**src/rtl/seg7_pattern_decoder.sv**
```systemverilog
// Decodes an active-low 7-segment pattern bus back to a BCD digit, with glitch filtering
// and a valid/ready output. Define SEG7DEC_ERRCNT_EN to add the saturating err_cnt port.
module seg7_pattern_decoder #(
  parameter int STABLE_CYCLES = 4,
  parameter bit ACCEPT_ALT7   = 1'b1
`ifdef SEG7DEC_ERRCNT_EN
  ,
  parameter int ERRCNT_W      = 8
`endif
) (
  input  logic       clk,
  input  logic       rst,
  input  logic [6:0] seg_in,
  output logic       dout_valid,
  input  logic       dout_ready,
  output logic [3:0] dout_bcd,
  output logic       dout_err
`ifdef SEG7DEC_ERRCNT_EN
  ,
  output logic [ERRCNT_W-1:0] err_cnt
`endif
);

  localparam int CW = $clog2(STABLE_CYCLES + 1);
  localparam logic [CW-1:0] CNT_LAST = CW'(STABLE_CYCLES - 1);
  localparam logic [6:0] BLANK = 7'h7F;

  typedef enum logic [1:0] {IDLE, SETTLE, EMIT} state_t;

  state_t        state, state_n;
  logic [6:0]    seg_q;
  logic [6:0]    cand, cand_n;
  logic [6:0]    last, last_n;
  logic [CW-1:0] cnt, cnt_n;
  logic          valid_n;
  logic [3:0]    bcd_n;
  logic          err_n;

  // Returns {err, bcd}; anything outside the digit table is an error.
  function automatic logic [4:0] decode(input logic [6:0] p);
    case (p)
      7'b1000000: decode = {1'b0, 4'd0};
      7'b1111001: decode = {1'b0, 4'd1};
      7'b0100100: decode = {1'b0, 4'd2};
      7'b0110000: decode = {1'b0, 4'd3};
      7'b0011001: decode = {1'b0, 4'd4};
      7'b0010010: decode = {1'b0, 4'd5};
      7'b0000010: decode = {1'b0, 4'd6};
      7'b1111000: decode = {1'b0, 4'd7};
      7'b0000000: decode = {1'b0, 4'd8};
      7'b0010000: decode = {1'b0, 4'd9};
      7'b1011000: decode = ACCEPT_ALT7 ? {1'b0, 4'd7} : {1'b1, 4'hF};
      default:    decode = {1'b1, 4'hF};
    endcase
  endfunction

  always_ff @(posedge clk) begin
    if (rst) begin
      state      <= IDLE;
      seg_q      <= BLANK;
      cand       <= BLANK;
      last       <= BLANK;
      cnt        <= '0;
      dout_valid <= 1'b0;
      dout_bcd   <= 4'd0;
      dout_err   <= 1'b0;
    end else begin
      state      <= state_n;
      seg_q      <= seg_in;
      cand       <= cand_n;
      last       <= last_n;
      cnt        <= cnt_n;
      dout_valid <= valid_n;
      dout_bcd   <= bcd_n;
      dout_err   <= err_n;
    end
  end

  // A pattern must repeat STABLE_CYCLES times in a row; any deviation restarts the run.
  always_comb begin
    state_n = state;
    cand_n  = cand;
    last_n  = last;
    cnt_n   = cnt;
    valid_n = dout_valid;
    bcd_n   = dout_bcd;
    err_n   = dout_err;
    case (state)
      IDLE: begin
        if (seg_q != last) begin
          cand_n  = seg_q;
          cnt_n   = CW'(1);
          state_n = SETTLE;
        end
      end
      SETTLE: begin
        if (seg_q != cand) begin
          cand_n = seg_q;
          cnt_n  = CW'(1);
        end else if (cnt == CNT_LAST) begin
          if (cand == BLANK) begin
            last_n  = cand;
            state_n = IDLE;
          end else begin
            {err_n, bcd_n} = decode(cand);
            valid_n        = 1'b1;
            state_n        = EMIT;
          end
        end else begin
          cnt_n = cnt + CW'(1);
        end
      end
      EMIT: begin
        if (dout_valid && dout_ready) begin
          valid_n = 1'b0;
          last_n  = cand;
          state_n = IDLE;
        end
      end
      default: state_n = IDLE;
    endcase
  end

`ifdef SEG7DEC_ERRCNT_EN
  logic err_inc;
  assign err_inc = (state == SETTLE) && (state_n == EMIT) && err_n;

  always_ff @(posedge clk) begin
    if (rst) begin
      err_cnt <= '0;
    end else if (err_inc && !(&err_cnt)) begin
      err_cnt <= err_cnt + ERRCNT_W'(1);
    end
  end
`endif

endmodule

```
**config.mk**
```make
export PLATFORM = sky130hd
export DESIGN_NAME = seg7_pattern_decoder
export DESIGN_NICKNAME = d
export VERILOG_FILES = /design/src/rtl/seg7_pattern_decoder.sv
export SDC_FILE = /design/constraint.sdc
export NUM_CORES = 1
export LEC_CHECK = 0
export CAP_MARGIN = 10
export CORE_MARGIN = 5
export CORE_UTILIZATION = 60
export DETAILED_ROUTE_END_ITERATION = 8
export GPL_TIMING_DRIVEN = 0
export PLACE_DENSITY = 0.8
export SYNTH_ARGS = -nofsm -noshare
export SYNTH_HDL_FRONTEND = slang
export SYNTH_SLANG_ARGS = --single-unit
export TNS_END_PERCENT = 30
```
**constraint.sdc**
```tcl
create_clock -name clk -period 3.8 [get_ports clk]
set_clock_uncertainty 0.2 [all_clocks]
set_input_delay 0.38 -clock clk [delete_from_list [all_inputs] [get_ports clk]]
set_output_delay 0.38 -clock clk [all_outputs]
set_load 0.01 [all_outputs]
```
==> flow_summary.ini, run 1 <==
[worst_setup_path]
worst_r2r_path_depth = 7
crit_chain = buf_2, xor2_1, nor4_4, nand4_4, nor4b_4, mux2i_1, nor2_1
r2r_start = cand[1]
cp.required_ns = 3.81
crit_slowest_cell = nor4b_4
crit_path_start_kind = flop
r2r_slack_ns = 1.52
crit_fanout = 10
regToRegEndpoint = dout_bcd[1]
end_kind = flop
arrival_ns = 2.29
cp_slowest_stage_delay_ns = 0.46
worstSetupPathType = flop to flop

[global_routing]
grt_pass1_vias = 1223
track_usage = 0.2048
grt.overflow.total = 0
antenna_found_initial = 0
grt_first_pass_wirelength_mm = 5.568
grt_max_degree = 11

[layout]
antennaDiodeCount = 0
areaGrowthSynthToFinish_pct = 17.25
drive_gt1_frac = 0.1256
layout_commonest_cell = dfxtp_1
layout.nets = 218
final_cell_mix = dfxtp_1 (32), nor2_1 (26), a21oi_1 (15), nor3_1 (15), clkdlybuf4s50_1 (14)
fin_util = 0.7417

[sta]
period_minus_slack_ns = 2.280
fin_crit_sh = 0.5999
grt_setup_unrepaired = no
max_clock_freq_ghz = 0.4387
slew_violations = 0
setup-tns-final_ns = 0
worst_pin_slew_ns = 0.5807
whs_ns = 0.2623
setup_violations = 0
finalHoldViolCount = 0
slew_headroom = 0.6087

[routing]
avgRoutedWirePerCell_um = 14.14
drc = 0
first_pass_iters = 4
via_per_inst = 5.599
vias = 1327
ant_nets = 0
drt_iter0_markers = 79
routed_wl_mm = 3.350

[logic_synthesis]
synth_nets = 197
synth_cell_type_count = 33
netlist_instances = 185
synth_top_area_cell = dfxtp_1
synthSimpleGateAreaFrac = 0.2872
ys_seq_area_frac = 0.4051
synthAdderAreaFrac = 0.01582
synthMuxAreaShare = 0.05063
syn_area_sq_um = 1582
postSynth.asyncResetShare = 0
yosys_most_used_dff = dfxtp_1
avgSynthCellArea_sq_um = 8.549
ys_ff_latch = 32
ys_top_cells_by_area = dfxtp_1 (41%), xor2_1 (7.2%), nor2_1 (6.2%)
synth_compound_area_frac = 0.1179
synth_edf_count = 0
synth_top_area_share = 0.4051
synth_top_family_by_area = simple AND/OR/NAND/NOR gates
ys_warn_count = 0
synth-xor-area-share = 0.07753

[die]
die_area_sq_um = 3763
num_rows = 18
pin_count = 16
fp.dieH_um = 61.34
design.core.area_sq_um = 2500
die_w_um = 61.34
start_util = 0.6326

[worst_hold_path]
hold_path_class = flop to flop
min_path_cells = 2
hold_path_end = cnt[2]
worstHoldStart = cnt[2]

[power_and_ir_drop]
power_density_nw_per_um2 = 392.0
max-vdd-ir-drop_v = 0.0004295
power.static_leakage_nw = 0.7090

[clock_network]
ctsHoldBuffers = 0
post_cts_buffers = 0
cts-root-buf = clkbuf_4
tritoncts = done
clk_pin_slew_ns = 0.10
cts-buffers-inserted = 5
h-tree-depth = 2
cts-resized-gates = 0
cts.sinks = 32
insertion_delay_ns = 0.34
clockBufferDepth = 2

[placed_design]
gp_congestion = 0.8487
dpl.hpwl_mm = 2.432
portBuffers = 14

[job]
max-cap-violations = 0

[outcome]
status = complete, no violations
registers in the layout (all words and copies together), names as in the netlist:
name,cells
cand,7
last,7
seg_q,7
dout_bcd,4
cnt,3
state,2
dout_err,1
dout_valid,1
metrics by stage:
stage	worst slack (ns)	area, sq um	cells	power (mW)
floorplan	1.765	1582	185	0.4205
global placement	1.626	1759	229	0.4404
detailed placement	1.571	1759	229	0.4439
CTS	1.529	1854	237	0.7319
global route	1.343	1854	237	0.7590
finish	1.520	1854	237	0.7270
routing by layer:
metal	vias to the layer above	GRT usage	wire length (um)
met5	-	0	0
met4	0	0.06667	57
met3	9	0.07757	184
met2	33	0.3353	1637
met1	606	0.2487	1471
li1	679	-	-
final cells by class:
class,count,area (sq um)
Multi-Input combinational cell,137,868.3
Clock buffer,7,65.06
Clock inverter,1,30.03
Inverter,3,11.26
Sequential cell,32,640.6
Buffer,13,61.31
Timing Repair Buffer,14,140.1
Tap cell,30,37.54
Fill cell,192,645.6
cells in the mapped netlist (2+ instances only):
| cell type | count |
|---|---|
| dfxtp_1 | 32 |
| nor2_1 | 26 |
| a21oi_1 | 15 |
| nor3_1 | 15 |
| xor2_1 | 13 |
| nand2_1 | 9 |
| clkbuf_1 | 8 |
| mux2i_1 | 8 |
| or2_2 | 8 |
| a31oi_1 | 6 |
| buf_2 | 4 |
| nand2b_1 | 4 |
| o21ai_0 | 4 |
| o21bai_1 | 4 |
| and3_1 | 3 |
| inv_1 | 3 |
| nand3_1 | 3 |
| nor4_1 | 3 |
| ha_1 | 2 |
| or4_1 | 2 |
worst max-delay path: cells and delay by family (launching register included):
kind	cells	cell delay (ns)
flip-flops	1	0.31
buffers and inverters	1	0.17
AND/OR/NAND/NOR	4	0.99
multiplexers	1	0.27
XOR/XNOR	1	0.20
power by group:
| part | total (mW) | switching (mW) | internal [mW] |
|---|---|---|---|
| clock | 0.290 | 0.115 | 0.175 |
| sequential | 0.354 | 0.00859 | 0.345 |
| combinational | 0.0831 | 0.0461 | 0.0370 |
| total | 0.727 | 0.170 | 0.557 |
logic make-up (layout without fill, tap and decap cells):
family | count (synthesis) | in the layout
simple gates | 81 | 81
compound gates | 32 | 32
flops | 32 | 32
buf+inv | 16 | 38
xor+xnor | 14 | 14
mux | 8 | 8
fa+ha+maj | 2 | 2
how the worst max path moves through the flow:
stage | to | slack (ns) | depth (start not counted) | startpoint
after global placement | cnt[1] | 1.63 | 7 | cand[1]
after CTS | dout_bcd[1] | 1.53 | 7 | cand[1]
final | dout_bcd[1] | 1.52 | 7 | cand[1]
after detailed placement | cnt[1] | 1.57 | 7 | cand[1]
after floorplan | dout_bcd[1] | 1.77 | 7 | cand[5]
after global routing | cnt[1] | 1.34 | 7 | cand[1]
No activity file was read; power rests on OpenSTA's default activity.
==> inputs of run 2 (changes only) <==
Settings changed: CORE_UTILIZATION 60 to 55, PLACE_DENSITY 0.8 to 0.74.
Clock period 3.8 ns to 2.1 ns, I/O delays scaled along.
==> run 2 against run 1 <==
Final cell count shrank 0.84%. Cell area grew 1.3%. Worst hold slack lost 0.14 ns. Global-route usage shrank 2.9 points. First-iteration DRC count grew 1.3%. Critical path depth is the same. Total power grew 80%. Sequential share of layout area grew 0.073 points.
==> flow_summary.ini, run 2 (synthesis results as in run 1) <==
[outcome]
status = complete, no violations

[layout]
areaGrowthSynthToFinish_pct = 18.83
drive_gt1_frac = 0.1618
antennaDiodeCount = 0
final_cell_mix = nor2_1 (26), dfxtp_1 (26), nor3_1 (15)
reg.largest.list = cand x7, last x7, seg_q x7
layout.nets = 215
fin_util = 0.6815

[die]
design.core.area_sq_um = 2758
fp.dieH_um = 63.63
die_area_sq_um = 4048
start_util = 0.5735
pin_count = 16
die_w_um = 63.63
num_rows = 19

[clock_network]
cts-root-buf = clkbuf_4
h-tree-depth = 2
tritoncts = done
cts.sinks = 32
cts-buffers-inserted = 5
clockBufferDepth = 2
insertion_delay_ns = 0.34
ctsHoldBuffers = 0
clk_pin_slew_ns = 0.10

[worst_setup_path]
cp.required_ns = 2.12
worstSetupPathType = flop to flop
crit_path_start_kind = flop
crit_fanout = 8
arrival_ns = 2.06
end_kind = flop

[sta]
grt_setup_unrepaired = yes
worst_pin_slew_ns = 0.5235
slew_violations = 0
fin_crit_sh = 0.9714
whs_ns = 0.1270
finalHoldViolCount = 0
slew_headroom = 0.6507
max_clock_freq_ghz = 0.4902
setup_violations = 0
setup-tns-final_ns = 0
period_minus_slack_ns = 2.040

[global_routing]
grt_pass1_vias = 1327
grt_max_degree = 11
grt.overflow.total = 0
antenna_found_initial = 0
track_usage = 0.1760
grt_first_pass_wirelength_mm = 5.713

[routing]
drc = 0
first_pass_iters = 5
via_per_inst = 5.655
ant_nets = 0
vias = 1329
routed_wl_mm = 3.187
drt_iter0_markers = 80
avgRoutedWirePerCell_um = 13.56

[power_and_ir_drop]
max-vdd-ir-drop_v = 0.0006771
intPower_mw = 1.007
switching_share = 0.2324
pwr-share-clk = 0.398
pwr-share-seq = 0.496
power_density_nw_per_um2 = 698.0
p_switching_mw = 0.3048
p_comb_frac = 0.106
power.static_leakage_nw = 0.7024

[placed_design]
portBuffers = 14
gp_congestion = 0.8481
dpl.hpwl_mm = 2.364

[job]
max-cap-violations = 0

[worst_hold_path]
hold_path_class = input port to flop
run 2: what timing repair did:
action                                  4_1_cts  5_1_grt
buffers inserted                              2        0
resized for setup                             9        4
endpoints found under the setup margin       13       11
pin swaps                                     3        2
run 2: through the flow:
| step | instances | cell area (sq um) | power, mW | setup WS [ns] |
|---|---|---|---|---|
| floorplan | 185 | 1582 | 0.7609 | 0.06514 |
| global placement | 230 | 1760 | 0.7977 | -0.09492 |
| detailed placement | 230 | 1760 | 0.8015 | -0.1285 |
| CTS | 237 | 1877 | 1.320 | 0.009386 |
| global route | 235 | 1879 | 1.368 | -0.005177 |
| finish | 235 | 1879 | 1.312 | 0.05996 |
run 2: layout make-up:
cell class | instances | area [sq um]
sequential | 32 | 650.6
fill | 237 | 878.3
buffer | 8 | 31.28
inverter | 3 | 11.26
clock buffer | 7 | 65.06
tap | 31 | 38.79
clock inverter | 1 | 30.03
multi-input combinational | 137 | 893.4
timing repair buffer | 16 | 158.9
run 2: path summary, 6_finish.rpt:
kind,slack (ns),end,from,depth (start not counted)
hold / removal,0.13,last[2],rst,3
hold reg to reg,0.26,cnt[2],cnt[2],2
setup reg to reg,0.06,dout_bcd[1],cand[0],7
setup / recovery,0.06,dout_bcd[1],cand[0],7
run 2: metal layers:
layer | global-route usage | share of wire | wire length [um] | up-vias
li1 | - | - | - | 675
met1 | 0.2054 | 0.44 | 1394 | 613
met2 | 0.2919 | 0.48 | 1537 | 37
met3 | 0.06394 | 0.064 | 203 | 4
met4 | 0.06494 | 0.017 | 53 | 0
met5 | 0 | 0 | 0 | -
run 2: critical path, cell delays in order, from the launching register on:
cell and delay (ns):
dfxtp_2 0.35, xor2_1 0.19, nor4_4 0.32, nand4_4 0.21, nor4b_4 0.26, buf_6 0.16
mux2i_1 0.18, nor2_1 0.05
run 2: power by group through the flow:
stage | registers, mW | clock network, mW | logic, mW
finish | 0.651 | 0.523 | 0.139
global route | 0.653 | 0.559 | 0.155
CTS | 0.648 | 0.529 | 0.142
detailed placement | 0.654 | 0 | 0.147
global placement | 0.653 | 0 | 0.144
floorplan | 0.651 | 0 | 0.110
